## src/rtl/dictionary_cam_seq_if.sv

```systemverilog
// Bus bundle for dictionary_cam_seq: load/clear, decompress and compress
// handshake signals. The master drives requests, the slave is the dictionary.
interface dictionary_cam_seq_if #(
  parameter int unsigned KEY_WIDTH = 4,
  parameter int unsigned VAL_WIDTH = 8
);
  logic                 wr_en;
  logic [KEY_WIDTH-1:0] wr_key;
  logic [VAL_WIDTH-1:0] wr_val;
  logic                 clr;
  logic                 dec_en;
  logic [KEY_WIDTH-1:0] dec_key;
  logic                 dec_valid;
  logic [VAL_WIDTH-1:0] dec_val;
  logic                 dec_hit;
  logic                 cmp_req_valid;
  logic                 cmp_req_ready;
  logic [VAL_WIDTH-1:0] cmp_val;
  logic                 cmp_resp_valid;
  logic                 cmp_resp_ready;
  logic                 cmp_hit;
  logic [KEY_WIDTH-1:0] cmp_key;
  logic [KEY_WIDTH:0]   num_valid;

  modport master (
    output wr_en, wr_key, wr_val, clr, dec_en, dec_key,
           cmp_req_valid, cmp_val, cmp_resp_ready,
    input  dec_valid, dec_val, dec_hit, cmp_req_ready,
           cmp_resp_valid, cmp_hit, cmp_key, num_valid
  );

  modport slave (
    input  wr_en, wr_key, wr_val, clr, dec_en, dec_key,
           cmp_req_valid, cmp_val, cmp_resp_ready,
    output dec_valid, dec_val, dec_hit, cmp_req_ready,
           cmp_resp_valid, cmp_hit, cmp_key, num_valid
  );
endinterface

```

## src/rtl/dictionary_cam_seq.sv

```systemverilog
// Loadable compression dictionary: 2**KEY_WIDTH flop entries with valid bits,
// 1-cycle registered decompress (key->value) and a LANES-wide multi-cycle
// compress search (value->lowest matching key) behind a valid/ready handshake.
module dictionary_cam_seq #(
  parameter int unsigned KEY_WIDTH = 4,
  parameter int unsigned VAL_WIDTH = 8,
  parameter int unsigned LANES     = 4
) (
  input logic                  clock,
  input logic                  reset,
  dictionary_cam_seq_if.slave  bus
);
  localparam int unsigned DEPTH = 1 << KEY_WIDTH;
  localparam int unsigned G     = DEPTH / LANES;
  localparam int unsigned GRP_W = (G > 1) ? $clog2(G) : 1;

  typedef enum logic [1:0] {IDLE, SEARCH, RESP} state_t;

  state_t               state;
  logic [VAL_WIDTH-1:0] mem [DEPTH];
  logic [DEPTH-1:0]     valid;
  logic [VAL_WIDTH-1:0] key_val;
  logic [GRP_W-1:0]     grp;
  logic                 grp_hit;
  logic [KEY_WIDTH-1:0] grp_key;
  logic [KEY_WIDTH-1:0] lane_idx;
  logic                 last_grp;
  logic                 do_write;

  // clr has priority over a same-cycle write, which is dropped entirely
  assign do_write = bus.wr_en && !bus.clr;
  assign last_grp = (grp == GRP_W'(G - 1));

  // Entry data storage; contents survive reset and clr, only valid bits are cleared
  always_ff @(posedge clock) begin
    if (do_write) mem[bus.wr_key] <= bus.wr_val;
  end

  // Valid bits, occupancy count and the registered decompress port (read-before-write)
  always_ff @(posedge clock) begin
    if (reset) begin
      valid         <= '0;
      bus.num_valid <= '0;
      bus.dec_valid <= 1'b0;
      bus.dec_hit   <= 1'b0;
      bus.dec_val   <= '0;
    end else begin
      if (bus.clr) begin
        valid         <= '0;
        bus.num_valid <= '0;
      end else if (bus.wr_en) begin
        valid[bus.wr_key] <= 1'b1;
        if (!valid[bus.wr_key]) bus.num_valid <= bus.num_valid + 1'b1;
      end
      bus.dec_valid <= bus.dec_en;
      bus.dec_hit   <= valid[bus.dec_key];
      bus.dec_val   <= valid[bus.dec_key] ? mem[bus.dec_key] : '0;
    end
  end

  // Compare the current group's lanes; first match in ascending order is the lowest index
  always_comb begin
    grp_hit  = 1'b0;
    grp_key  = '0;
    lane_idx = '0;
    for (int unsigned l = 0; l < LANES; l++) begin
      lane_idx = KEY_WIDTH'(32'(grp) * LANES + l);
      if (!grp_hit && valid[lane_idx] && mem[lane_idx] == key_val) begin
        grp_hit = 1'b1;
        grp_key = lane_idx;
      end
    end
  end

  // Compress search FSM with registered handshake and result outputs
  always_ff @(posedge clock) begin
    if (reset) begin
      state              <= IDLE;
      bus.cmp_req_ready  <= 1'b1;
      bus.cmp_resp_valid <= 1'b0;
      bus.cmp_hit        <= 1'b0;
      bus.cmp_key        <= '0;
      key_val            <= '0;
      grp                <= '0;
    end else begin
      case (state)
        IDLE: begin
          if (bus.cmp_req_valid) begin
            key_val           <= bus.cmp_val;
            grp               <= '0;
            bus.cmp_req_ready <= 1'b0;
            state             <= SEARCH;
          end
        end
        SEARCH: begin
          if (grp_hit) begin
            bus.cmp_hit        <= 1'b1;
            bus.cmp_key        <= grp_key;
            bus.cmp_resp_valid <= 1'b1;
            state              <= RESP;
          end else if (last_grp) begin
            bus.cmp_hit        <= 1'b0;
            bus.cmp_key        <= '0;
            bus.cmp_resp_valid <= 1'b1;
            state              <= RESP;
          end else begin
            grp <= grp + 1'b1;
          end
        end
        RESP: begin
          if (bus.cmp_resp_ready) begin
            bus.cmp_resp_valid <= 1'b0;
            bus.cmp_req_ready  <= 1'b1;
            state              <= IDLE;
          end
        end
        default: begin
          bus.cmp_resp_valid <= 1'b0;
          bus.cmp_req_ready  <= 1'b1;
          state              <= IDLE;
        end
      endcase
    end
  end
endmodule

```

## src/flat_wrapper.sv

```systemverilog
// flat-port wrapper written by rule: the top's interface ports become plain ports
module dictionary_cam_seq_flat 
#(
  parameter int unsigned KEY_WIDTH = 4,
  parameter int unsigned VAL_WIDTH = 8,
  parameter int unsigned LANES     = 4
)
  (clock, reset, bus_wr_en, bus_wr_key, bus_wr_val, bus_clr, bus_dec_en, bus_dec_key, bus_cmp_req_valid, bus_cmp_val, bus_cmp_resp_ready, bus_dec_valid, bus_dec_val, bus_dec_hit, bus_cmp_req_ready, bus_cmp_resp_valid, bus_cmp_hit, bus_cmp_key, bus_num_valid);
  dictionary_cam_seq_if #(.KEY_WIDTH(KEY_WIDTH), .VAL_WIDTH(VAL_WIDTH)) bus_i ();
  input logic clock;
  input logic reset;
  input wire logic [$bits(bus_i.wr_en)-1:0] bus_wr_en;
  input wire logic [$bits(bus_i.wr_key)-1:0] bus_wr_key;
  input wire logic [$bits(bus_i.wr_val)-1:0] bus_wr_val;
  input wire logic [$bits(bus_i.clr)-1:0] bus_clr;
  input wire logic [$bits(bus_i.dec_en)-1:0] bus_dec_en;
  input wire logic [$bits(bus_i.dec_key)-1:0] bus_dec_key;
  input wire logic [$bits(bus_i.cmp_req_valid)-1:0] bus_cmp_req_valid;
  input wire logic [$bits(bus_i.cmp_val)-1:0] bus_cmp_val;
  input wire logic [$bits(bus_i.cmp_resp_ready)-1:0] bus_cmp_resp_ready;
  output wire logic [$bits(bus_i.dec_valid)-1:0] bus_dec_valid;
  output wire logic [$bits(bus_i.dec_val)-1:0] bus_dec_val;
  output wire logic [$bits(bus_i.dec_hit)-1:0] bus_dec_hit;
  output wire logic [$bits(bus_i.cmp_req_ready)-1:0] bus_cmp_req_ready;
  output wire logic [$bits(bus_i.cmp_resp_valid)-1:0] bus_cmp_resp_valid;
  output wire logic [$bits(bus_i.cmp_hit)-1:0] bus_cmp_hit;
  output wire logic [$bits(bus_i.cmp_key)-1:0] bus_cmp_key;
  output wire logic [$bits(bus_i.num_valid)-1:0] bus_num_valid;
  assign bus_i.wr_en = bus_wr_en;
  assign bus_i.wr_key = bus_wr_key;
  assign bus_i.wr_val = bus_wr_val;
  assign bus_i.clr = bus_clr;
  assign bus_i.dec_en = bus_dec_en;
  assign bus_i.dec_key = bus_dec_key;
  assign bus_i.cmp_req_valid = bus_cmp_req_valid;
  assign bus_i.cmp_val = bus_cmp_val;
  assign bus_i.cmp_resp_ready = bus_cmp_resp_ready;
  assign bus_dec_valid = bus_i.dec_valid;
  assign bus_dec_val = bus_i.dec_val;
  assign bus_dec_hit = bus_i.dec_hit;
  assign bus_cmp_req_ready = bus_i.cmp_req_ready;
  assign bus_cmp_resp_valid = bus_i.cmp_resp_valid;
  assign bus_cmp_hit = bus_i.cmp_hit;
  assign bus_cmp_key = bus_i.cmp_key;
  assign bus_num_valid = bus_i.num_valid;
  dictionary_cam_seq #(.KEY_WIDTH(KEY_WIDTH), .VAL_WIDTH(VAL_WIDTH), .LANES(LANES)) u_core (.clock(clock), .reset(reset), .bus(bus_i));
endmodule
```

## config.mk

```make
export PLATFORM = sky130hd
export DESIGN_NAME = dictionary_cam_seq_flat
export DESIGN_NICKNAME = d
export VERILOG_FILES = /design/src/rtl/dictionary_cam_seq_if.sv /design/src/rtl/dictionary_cam_seq.sv /design/src/flat_wrapper.sv
export SDC_FILE = /design/constraint.sdc
export NUM_CORES = 1
export LEC_CHECK = 0
export BUFFER_PORTS_ARGS = -buffer_cell sky130_fd_sc_hd__buf_4
export CAP_MARGIN = 40
export CORE_ASPECT_RATIO = 0.5
export CORE_UTILIZATION = 57
export CTS_BUF_LIST = sky130_fd_sc_hd__clkbuf_4
export DETAILED_ROUTE_END_ITERATION = 7
export GPL_ROUTABILITY_DRIVEN = 0
export PLACE_DENSITY = 0.79
export SLEW_MARGIN = 20
export SYNTH_ARGS = -nofsm -noshare
export SYNTH_HDL_FRONTEND = slang
export SYNTH_SLANG_ARGS = --single-unit
export TNS_END_PERCENT = 100
```

## constraint.sdc

```tcl
create_clock -name clock -period 2.5 [get_ports clock]
set_input_delay 0.25 -clock clock [delete_from_list [all_inputs] [get_ports clock]]
set_output_delay 0.25 -clock clock [all_outputs]
set_load 0.05 [all_outputs]
```

* Yosys cells after proc, flatten, opt, wreduce, memory -nomap -nowiden
Memory sizes are Yosys's and may differ from the RTL's. A register that Yosys moved wholly into a read port is not among the register bits. Cells that the tools add are included.
Word-level totals: bits in registers 42, latch bits 0, memory bits (writable) 128, ROM bits 0, input port bits 31, output and inout port bits 22, logic and storage cells 112, memories kept 1
Memory list:
- u_core.mem | words 16, bits a word 8, rd ports 5, clocked after Yosys merged registers in 2, write ports 1, RTL line dictionary_cam_seq.sv:20 | logic [VAL_WIDTH-1:0] mem [DEPTH];
Operators by class: $add $sub $neg 5, multipliers 0, divide/modulo/power cells 0, magnitude comparators 7, equality and inequality tests 12, shift-type cells 0, mux-type cells 46, bitwise operators 5, reduce and logical (&&, ||, !) cells 25
Operators by type and width (number):
- 8-bit equality test | 4
- 4-bit two-way mux | 8
- 4-bit by 5-bit < comparator with 1-bit output (second input constant) | 6
- 1-bit binary-select mux with 4-bit select | 5
- 1-bit two-way mux | 20
- 16-bit bitwise OR | 1
- 2-bit two-way mux | 7
- 1-bit logical AND | 9
- 3-bit AND reduction | 3
- 4-bit by 2-bit adder with 4-bit output (second input constant) | 2
- 2-bit inequality test (second input constant) | 4
- 1-bit case mux with 3 select lines | 2
- 2-bit case mux with 3 select lines | 1
- 2-bit AND reduction | 3
- 5-bit by 1-bit adder with 5-bit output (second input constant) | 1
- 4-bit by 1-bit adder with 4-bit output (second input constant) | 1
- 1-bit demux with 4-bit select | 1
- 2-bit equality test (second input constant) | 2
- 4-bit by 1-bit >= comparator with 1-bit output (second input constant) | 1
- 1-bit zero test | 4
- 1-bit NOT | 4
- 2-bit case mux with 2 select lines | 1
- 4-bit AND reduction | 1
- 2-bit nonzero test | 2
- 6 further kinds | 7

* Logic depth before layout (Yosys ltp)
Gate-level depths: netlist (run 1).
depth in word-level cells 20, mapped depth 11, depth with buffers taken out 8

* Least setup slack after synthesis (run 1)
OpenSTA, ideal clock, no wires.
kind flip-flop to flip-flop, from reg (tool-made name), to reg (tool-made name), library setup time 0.123 ns, arrival 2.421 ns, required time 2.377 ns, path slack -0.045 ns, stages on the path, launching flop included 10, buffers on the path 1, clock period less this slack 2.545 ns, cells stage by stage dfxtp_1 buf_6 mux4_2 xnor2_1 nand4_1 or4_4 o2bb2ai_4 nor4_4 nand2_4 mux2_1

* Final worst setup path (run 1)
from reg u_core.key_val[5], to reg u_core.state[1]
On the way: word-level cells in the longest chain between the ends 17, elaborated cells between the ends (all ways) 22, those cells by class eq/ne: 5; mux: 6; reduce/logical: 11
RTL lines:
- start, declared | RTL line dictionary_cam_seq.sv:22 | logic [VAL_WIDTH-1:0] key_val;
- start signal, assigned | RTL line dictionary_cam_seq.sv:89 | key_val <= bus.cmp_val;
- 8-bit equality test | RTL line dictionary_cam_seq.sv:68 | if (!grp_hit && valid[lane_idx] && mem[lane_idx] == key_val) begin
- 1-bit logical AND | RTL line dictionary_cam_seq.sv:68
- 1-bit two-way mux | RTL line dictionary_cam_seq.sv:68
- 1-bit zero test | RTL line dictionary_cam_seq.sv:68
- 1-bit logical AND (2 in a row) | RTL line dictionary_cam_seq.sv:68
- 1-bit two-way mux | RTL line dictionary_cam_seq.sv:68
- 1-bit zero test | RTL line dictionary_cam_seq.sv:68
- 1-bit logical AND (2 in a row) | RTL line dictionary_cam_seq.sv:68
- 1-bit two-way mux | RTL line dictionary_cam_seq.sv:68
- 1-bit zero test | RTL line dictionary_cam_seq.sv:68
- 1-bit logical AND (2 in a row) | RTL line dictionary_cam_seq.sv:68
- 1-bit two-way mux * | RTL line dictionary_cam_seq.sv:68
- 3-bit by 1-bit inequality test with 1-bit output (no line) or 2-bit two-way mux (tied branches)
- 3-bit AND reduction (no line) or 2-bit case mux with 3 select lines (tied branches)
- end signal, assigned | RTL line dictionary_cam_seq.sv:78 | state <= IDLE;
- end signal, assigned | RTL line dictionary_cam_seq.sv:92 | state <= SEARCH;
- end signal, assigned | RTL line dictionary_cam_seq.sv:100 | state <= RESP;
- end, declared | RTL line dictionary_cam_seq.sv:19 | state_t state;
Every way passes the cells marked *; elsewhere a longest branch is shown, timed or not. A chain may end at the register's enable or synchronous reset.

==> parameters.txt, run 1 <==
Parameter                              Value

Yosys
  Area of the mapped netlist    8540 um^2
  Post-synthesis sequential area ratio    0.572
  Post-Synthesis Net Count    596
  Mean Syn Cell Area    15.2 um^2
  Synth Register Bits    180
  Post-Syn Instances    563
  Async SR Flop Fraction    0
  Library cells used by synthesis    51
  Synth warn    0
  Ys flop type    sky130_fd_sc_hd__edfxtp_1
  Number of enable-type register cells in the synthesized netlist    128

Routing
  DR vias/cell    6.32
  Detailed-route DRC error count    0
  First-iteration detailed-routing DRC count    683
  Total number of vias    5615
  Antenna violation net count after detailed routing    0
  Drt first pass iters    5
  Final wirelength    21100 um
  Final routed wire length divided by cell count    23.8 um

CTS
  Clock sinks    180
  Clock tree from TritonCTS    done
  Number of levels in the clock H-tree    4
  Clock input transition at the sequential cells of the worst setup and hold paths    0.17 ns
  Root buf cell    sky130_fd_sc_hd__clkbuf_4
  Maximum buffer depth of the clock tree    2
  Clock network latency to the later pin of the worst-skew pair    0.59 ns
  Num CTS Buffers    17

Worst setup path
  Family with the most delay on the worst path    compound AO/OA/AOI/OAI gates
  CP max stage cell    sky130_fd_sc_hd__a2111oi_4
  Required arrival time at the worst endpoint    3.03 ns
  Critical Path, Cell by Cell    buf_4 > xor2_1 > o32ai_2 > nand4_1 > a2111oi_4 > o2bb2ai_4 > nor4_4 > buf_4 > nand2b_4 > a21oi_2
  Kind of start point of the critical path    flop
  Critical path start-end classification    reg2reg
  Cell repeated most along the worst path    sky130_fd_sc_hd__buf_4
  Crit end category    flop
  Largest driver fanout on the critical path    5
  Arrival time at the worst endpoint    3.16 ns
  Largest stage delay on the critical path    0.50 ns
  Number of buffer and inverter instances along the worst setup path    2

Cells and area
  P&R area growth vs syn    19.0%
  Share of layout cells above drive strength 1    0.364
  Commonest cells after routing, fill and taps aside    128 x sky130_fd_sc_hd__edfxtp_1, 102 x sky130_fd_sc_hd__buf_4, 68 x sky130_fd_sc_hd__mux4_2
  Net count of the finished layout    710
  Fillers    924
  Final non-filler cell total    888
  Leading cell type in the layout, fill and taps excluded    sky130_fd_sc_hd__edfxtp_1

Power
  Static leakage power    3.51 nW
  Total design power    5.63 mW
  Peak VDD IR    272 uV
  Power density relative to cell area    554 nW/um^2

Place
  Post-detailed-placement half-perimeter wirelength    14500 um
  Number of cells after detailed placement    823
  Buffers on Ports    52
  Setup Slack @ Placement    -0.349 ns

Timing
  Slew Limit Headroom    0.382
  Unrepaired setup endpoints after global routing    yes
  Maximum operating frequency    0.381 GHz
  Crit share post-route    1.05
  Worst slew pin tran    0.926 ns
  Number of hold violations in the final report    0
  Setup WS post-layout    -0.125 ns
  Final count of pins violating max slew    0
  Setup violation total in the final timing report    11
  Worst clock skew    0.0294 ns
  Shortest clock period the worst path allows after layout    2.62 ns

Floorplan
  Die outline width    175 um
  Die Span Y    88.6 um
  Std-Cell Core Area    14500 um^2
  Die ar.    15500 um^2
  Top-level I/O count    53
  Standard-cell row count    31
  Initial core utilization    0.587

Global route
  Number of global-route vias before repair    5385
  Pin count of the biggest net entering global routing    34
  Global router's overall resource usage    0.283
  Antenna violations before repair    1
  Overall overflow remaining after global route    0
  Wire length of the first global-routing pass    31500 um

Outcome
  Violated checks    setup timing
  Status    finished, violations left

Min path
  Class of the tightest hold or removal check    in2reg

Run
  Maximum Capacitance Violations    0
## tightest hold or removal path: stages
cell and delay [ns]:
sky130_fd_sc_hd__buf_4 0.11, sky130_fd_sc_hd__nand2b_1 0.15, sky130_fd_sc_hd__a211oi_2 0.09
## cells in the mapped netlist (2+ instances only)
cell type / count / share of area
sky130_fd_sc_hd__buf_6: 5 / 0.0066
sky130_fd_sc_hd__inv_1: 4 / 0.0018
sky130_fd_sc_hd__nor3_1: 5 / 0.0029
sky130_fd_sc_hd__xnor2_1: 28 / 0.029
sky130_fd_sc_hd__nor3b_1: 3 / 0.0026
sky130_fd_sc_hd__and3b_1: 2 / 0.0021
sky130_fd_sc_hd__nand2_1: 31 / 0.014
sky130_fd_sc_hd__buf_1: 6 / 0.0026
sky130_fd_sc_hd__nand3b_1: 5 / 0.0044
sky130_fd_sc_hd__mux2i_1: 25 / 0.029
sky130_fd_sc_hd__nand2b_1: 8 / 0.0059
sky130_fd_sc_hd__buf_2: 6 / 0.0035
sky130_fd_sc_hd__a21oi_1: 28 / 0.016
sky130_fd_sc_hd__mux2_1: 7 / 0.0092
sky130_fd_sc_hd__nor2_1: 44 / 0.019
sky130_fd_sc_hd__o21ai_0: 4 / 0.0023
sky130_fd_sc_hd__o21ai_1: 5 / 0.0029
sky130_fd_sc_hd__or2_2: 2 / 0.0015
sky130_fd_sc_hd__clkbuf_1: 19 / 0.0083
sky130_fd_sc_hd__mux4_2: 67 / 0.18
sky130_fd_sc_hd__nand4_1: 2 / 0.0015
sky130_fd_sc_hd__mux4_1: 3 / 0.0092
sky130_fd_sc_hd__or3_1: 2 / 0.0015
sky130_fd_sc_hd__buf_4: 2 / 0.0018
sky130_fd_sc_hd__nor4_4: 3 / 0.0075
sky130_fd_sc_hd__nor2b_1: 14 / 0.010
sky130_fd_sc_hd__ha_1: 2 / 0.0029
sky130_fd_sc_hd__o32ai_1: 3 / 0.0031
sky130_fd_sc_hd__dfxtp_1: 52 / 0.12
sky130_fd_sc_hd__nand3_1: 4 / 0.0023
sky130_fd_sc_hd__a31oi_1: 6 / 0.0044
sky130_fd_sc_hd__a2bb2oi_1: 2 / 0.0021
sky130_fd_sc_hd__edfxtp_1: 128 / 0.45
sky130_fd_sc_hd__xor2_1: 18 / 0.018
sky130_fd_sc_hd__and3_1: 2 / 0.0015
## registers in the layout, summed over array words and instances, names as in the netlist, named ones only
register,flops
u_core.bus.cmp_hit,1
u_core.bus.cmp_key,4
u_core.bus.cmp_req_ready,1
u_core.bus.cmp_resp_valid,1
u_core.bus.dec_hit,1
u_core.bus.dec_val,8
u_core.bus.dec_valid,1
u_core.bus.num_valid,5
u_core.grp,2
u_core.key_val,8
u_core.mem,128
u_core.state,2
u_core.valid,16
## report_power, final
part	leakage [nW]	internal [mW]	switching [mW]	total, mW
Clock	0.153	0.455	1.15	1.61
Sequential	1.58	3.23	0.0498	3.28
Combinational	1.78	0.382	0.362	0.743
Total	3.51	4.07	1.56	5.63
## kinds of logic (layout without fill, tap and decap cells)
kind of cell | Yosys count | count (layout) | synth area share
DFF | 180 | 180 | 0.572
and+or+nand+nor | 136 | 136 | 0.0864
muxes | 103 | 103 | 0.226
AOI/OAI and AO/OA | 54 | 54 | 0.0414
xor gates and xnor gates | 46 | 46 | 0.0472
buffers and inverters | 42 | 168 | 0.0246
adders and majority gates | 2 | 2 | 0.00293
other | 0 | 1 | 0
## cell type report
cell class	instances	area, um^2	share of cell area
Sequential cell	180	4890	0.482
Tap cell	198	248	0.0244
Antenna cell	1	2.50	0.000246
Clock buffer	17	128	0.0126
Timing Repair Buffer	133	1150	0.113
Clock inverter	14	150	0.0148
Inverter	4	15.0	0.00148
Multi-Input combinational cell	341	3580	0.352
## final timing paths
kind | start | to | slack [ns] | depth (start not counted)
setup / recovery | u_core.key_val[5] | u_core.state[1] | -0.12 | 10
hold / removal | bus_cmp_req_valid | u_core.state[0] | 0.03 | 3
hold reg to reg | u_core.bus.cmp_key[3] | u_core.bus.cmp_key[3] | 0.50 | 2
setup reg to reg | u_core.key_val[5] | u_core.state[1] | -0.12 | 10
## through the flow
| step | TNS (ns) | area (um^2) | util | hold slack, ns |
|---|---|---|---|---|
| final | -1.04 | 10200 | 0.699 | 0.0270 |
| after global routing | -1.71 | 10200 | 0.699 | 0.00800 |
| after CTS | -0.644 | 10000 | 0.687 | 0.00913 |
| after detailed placement | -3.69 | 9380 | 0.645 | 0.470 |
| after global placement | -3.52 | 9380 | 0.645 | 0.467 |
| after floorplan | 0 | 8540 | - | 0.349 |
## per-layer routing
metal	wire, um	global-route usage
met5	0	0
met3	2260	0.0619
met1	8810	0.403
met2	9590	0.439
met4	456	0.0972
## timing repair
item | in CTS | in global routing
cloned | 0 | 0
setup endpoints to repair | 12 | 12
buffers inserted | 8 | 6
resized for setup | 13 | 22
hold endpoints to repair | 144 | 0
pin swaps | 12 | 14
hold buffers | 22 | 0
No activity file was read; power rests on OpenSTA's default activity.
==> inputs of run 2 (changes only) <==
--- a/config.mk
+++ b/config.mk
@@ -8,11 +8,12 @@
 export BUFFER_PORTS_ARGS = -buffer_cell sky130_fd_sc_hd__buf_4
 export CAP_MARGIN = 40
 export CORE_ASPECT_RATIO = 0.5
-export CORE_UTILIZATION = 57
+export CORE_UTILIZATION = 52
 export CTS_BUF_LIST = sky130_fd_sc_hd__clkbuf_4
 export DETAILED_ROUTE_END_ITERATION = 7
 export GPL_ROUTABILITY_DRIVEN = 0
-export PLACE_DENSITY = 0.79
+export PLACE_DENSITY = 0.82
+export RECOVER_POWER = 100
 export SLEW_MARGIN = 20
 export SYNTH_ARGS = -nofsm -noshare
 export SYNTH_HDL_FRONTEND = slang
==> parameters.txt, run 2 (same netlist as run 1, synthesis figures left out) <==
Parameter                              Value

Outcome
  Status    finished, violations left
  Violated checks    setup timing

Routing
  Detailed-route DRC error count    0
  First-iteration detailed-routing DRC count    604
  Final routed wire length divided by cell count    23.4 um
  Antenna violation net count after detailed routing    0
  Total number of vias    5658
  DR vias/cell    6.16
  Drt first pass iters    5
  Final wirelength    21500 um

Place
  Number of cells after detailed placement    844
  Buffers on Ports    52
  Post-detailed-placement half-perimeter wirelength    14700 um

Cells and area
  Largest registers    u_core.mem x128, u_core.valid x16
  Commonest cells after routing, fill and taps aside    128 x sky130_fd_sc_hd__edfxtp_1, 89 x sky130_fd_sc_hd__buf_4, 68 x sky130_fd_sc_hd__mux4_2
  Net count of the finished layout    717
  Share of layout cells above drive strength 1    0.327
  Leading cell type in the layout, fill and taps excluded    sky130_fd_sc_hd__edfxtp_1
  P&R area growth vs syn    19.5%
  Number of flip-flops in the largest register    128
  Top reg by flops    u_core.mem
  Final non-filler cell total    919

CTS
  Clock sinks    180
  Clock tree from TritonCTS    done
  Root buf cell    sky130_fd_sc_hd__clkbuf_4
  Clock network latency to the later pin of the worst-skew pair    0.60 ns
  Maximum buffer depth of the clock tree    2
  Number of levels in the clock H-tree    4
  Num CTS Buffers    17
  Clock input transition at the sequential cells of the worst setup and hold paths    0.17 ns

Timing
  Worst slew pin tran    0.715 ns
  Worst clock skew    0.0294 ns
  Setup WS post-layout    -0.143 ns
  Number of hold violations in the final report    0
  Unrepaired setup endpoints after global routing    yes
  Fin Setup TNS    -1.25 ns
  Final count of pins violating max slew    0
  Slew Limit Headroom    0.524
  Setup violation total in the final timing report    12
  Crit share post-route    1.06
  Maximum operating frequency    0.378 GHz
  Shortest clock period the worst path allows after layout    2.64 ns
  Worst hold margin    0.174 ns

Global route
  Pin count of the biggest net entering global routing    29
  Antenna violations before repair    1
  Number of global-route vias before repair    5689
  Overall overflow remaining after global route    0
  Busiest grt layer    met2
  Met1 layer usage reported by global route    0.374
  Wire length of the first global-routing pass    33200 um
  GR met3 Demand/Resource    0.0566
  Global router's overall resource usage    0.270
  Met2 routing resource usage after global routing    0.431

Run
  Maximum Capacitance Violations    0

Floorplan
  Die outline width    183 um
  Initial core utilization    0.543
  Die ar.    17000 um^2
  Std-Cell Core Area    15700 um^2
  Top-level I/O count    53
  Die Span Y    92.6 um
  Standard-cell row count    32

Worst setup path
  Arrival time at the worst endpoint    3.17 ns
  Required arrival time at the worst endpoint    3.03 ns
  Largest driver fanout on the critical path    5
  Critical path start-end classification    reg2reg
  Crit end category    flop
  Kind of start point of the critical path    flop

Power
  Power density relative to cell area    556 nW/um^2
  Static leakage power    3.50 nW
  Peak VDD IR    293 uV

Min path
  Class of the tightest hold or removal check    in2reg
==> run 2: worst max-delay path, cell delays in order, from the launching register on <==
cell	delay, ns
sky130_fd_sc_hd__edfxtp_1	0.44
sky130_fd_sc_hd__mux4_2	0.55
sky130_fd_sc_hd__xnor2_4	0.21
sky130_fd_sc_hd__nand4_1	0.19
sky130_fd_sc_hd__or4_4	0.48
sky130_fd_sc_hd__o2bb2ai_4	0.17
sky130_fd_sc_hd__nor4_4	0.08
sky130_fd_sc_hd__buf_4	0.16
sky130_fd_sc_hd__nand2b_1	0.15
sky130_fd_sc_hd__a21oi_1	0.14
==> run 2: what timing repair did <==
| item | in CTS | in global routing |
|---|---|---|
| gates resized for setup | 15 | 6 |
| cloned | 0 | 1 |
| hold buffers | 32 | 0 |
| endpoints found under the setup margin | 12 | 12 |
| endpoints found under the hold margin | 150 | 0 |
| pin swaps | 6 | 8 |
| buffers inserted | 5 | 4 |
==> run 2: layer usage <==
layer  wire [um]  share of wire  vias up
met2       10300           0.48      349
li1            -              -     2416
met4         458          0.021        0
met3        2240           0.10       48
met1        8550           0.40     2845
met5           0              0        -
==> run 2: area by class of cell <==
cell class	count	area [um^2]
inverter	4	15.0
multi-input combinational	341	3500
fill	1067	5530
sequential	180	4900
tap	221	277
timing repair buffer	140	1220
antenna	1	2.50
clock inverter	14	163
clock buffer	18	135
==> run 2: final timing paths <==
kind                                                start                   endpoint  slack, ns  depth (start not counted)
worst min register to register  u_core.bus.cmp_resp_valid  u_core.bus.cmp_resp_valid       0.49                          2
worst min-delay path                        bus_wr_key[1]            u_core.valid[0]       0.17                          4
worst max-delay path                    u_core.mem[12][3]            u_core.state[1]      -0.14                          9
worst max register to register          u_core.mem[12][3]            u_core.state[1]      -0.14                          9
==> run 2: per-stage QoR <==
stage	utilization	setup slack, ns	instance area (um^2)	total power, mW
after floorplan	-	0.00807	8540	3.76
after global placement	0.599	-0.573	9420	3.97
after detailed placement	0.599	-0.589	9420	3.99
after CTS	0.646	-0.120	10200	5.67
after global routing	0.649	-0.244	10200	5.86
final	0.649	-0.143	10200	5.68
==> run 2: power by group <==
part	internal [mW]	switching (mW)	total (mW)	leakage, nW
clock	0.478	1.18	1.66	0.161
sequential	3.23	0.0495	3.28	1.58
combinational	0.378	0.359	0.737	1.76
total	4.09	1.59	5.68	3.50
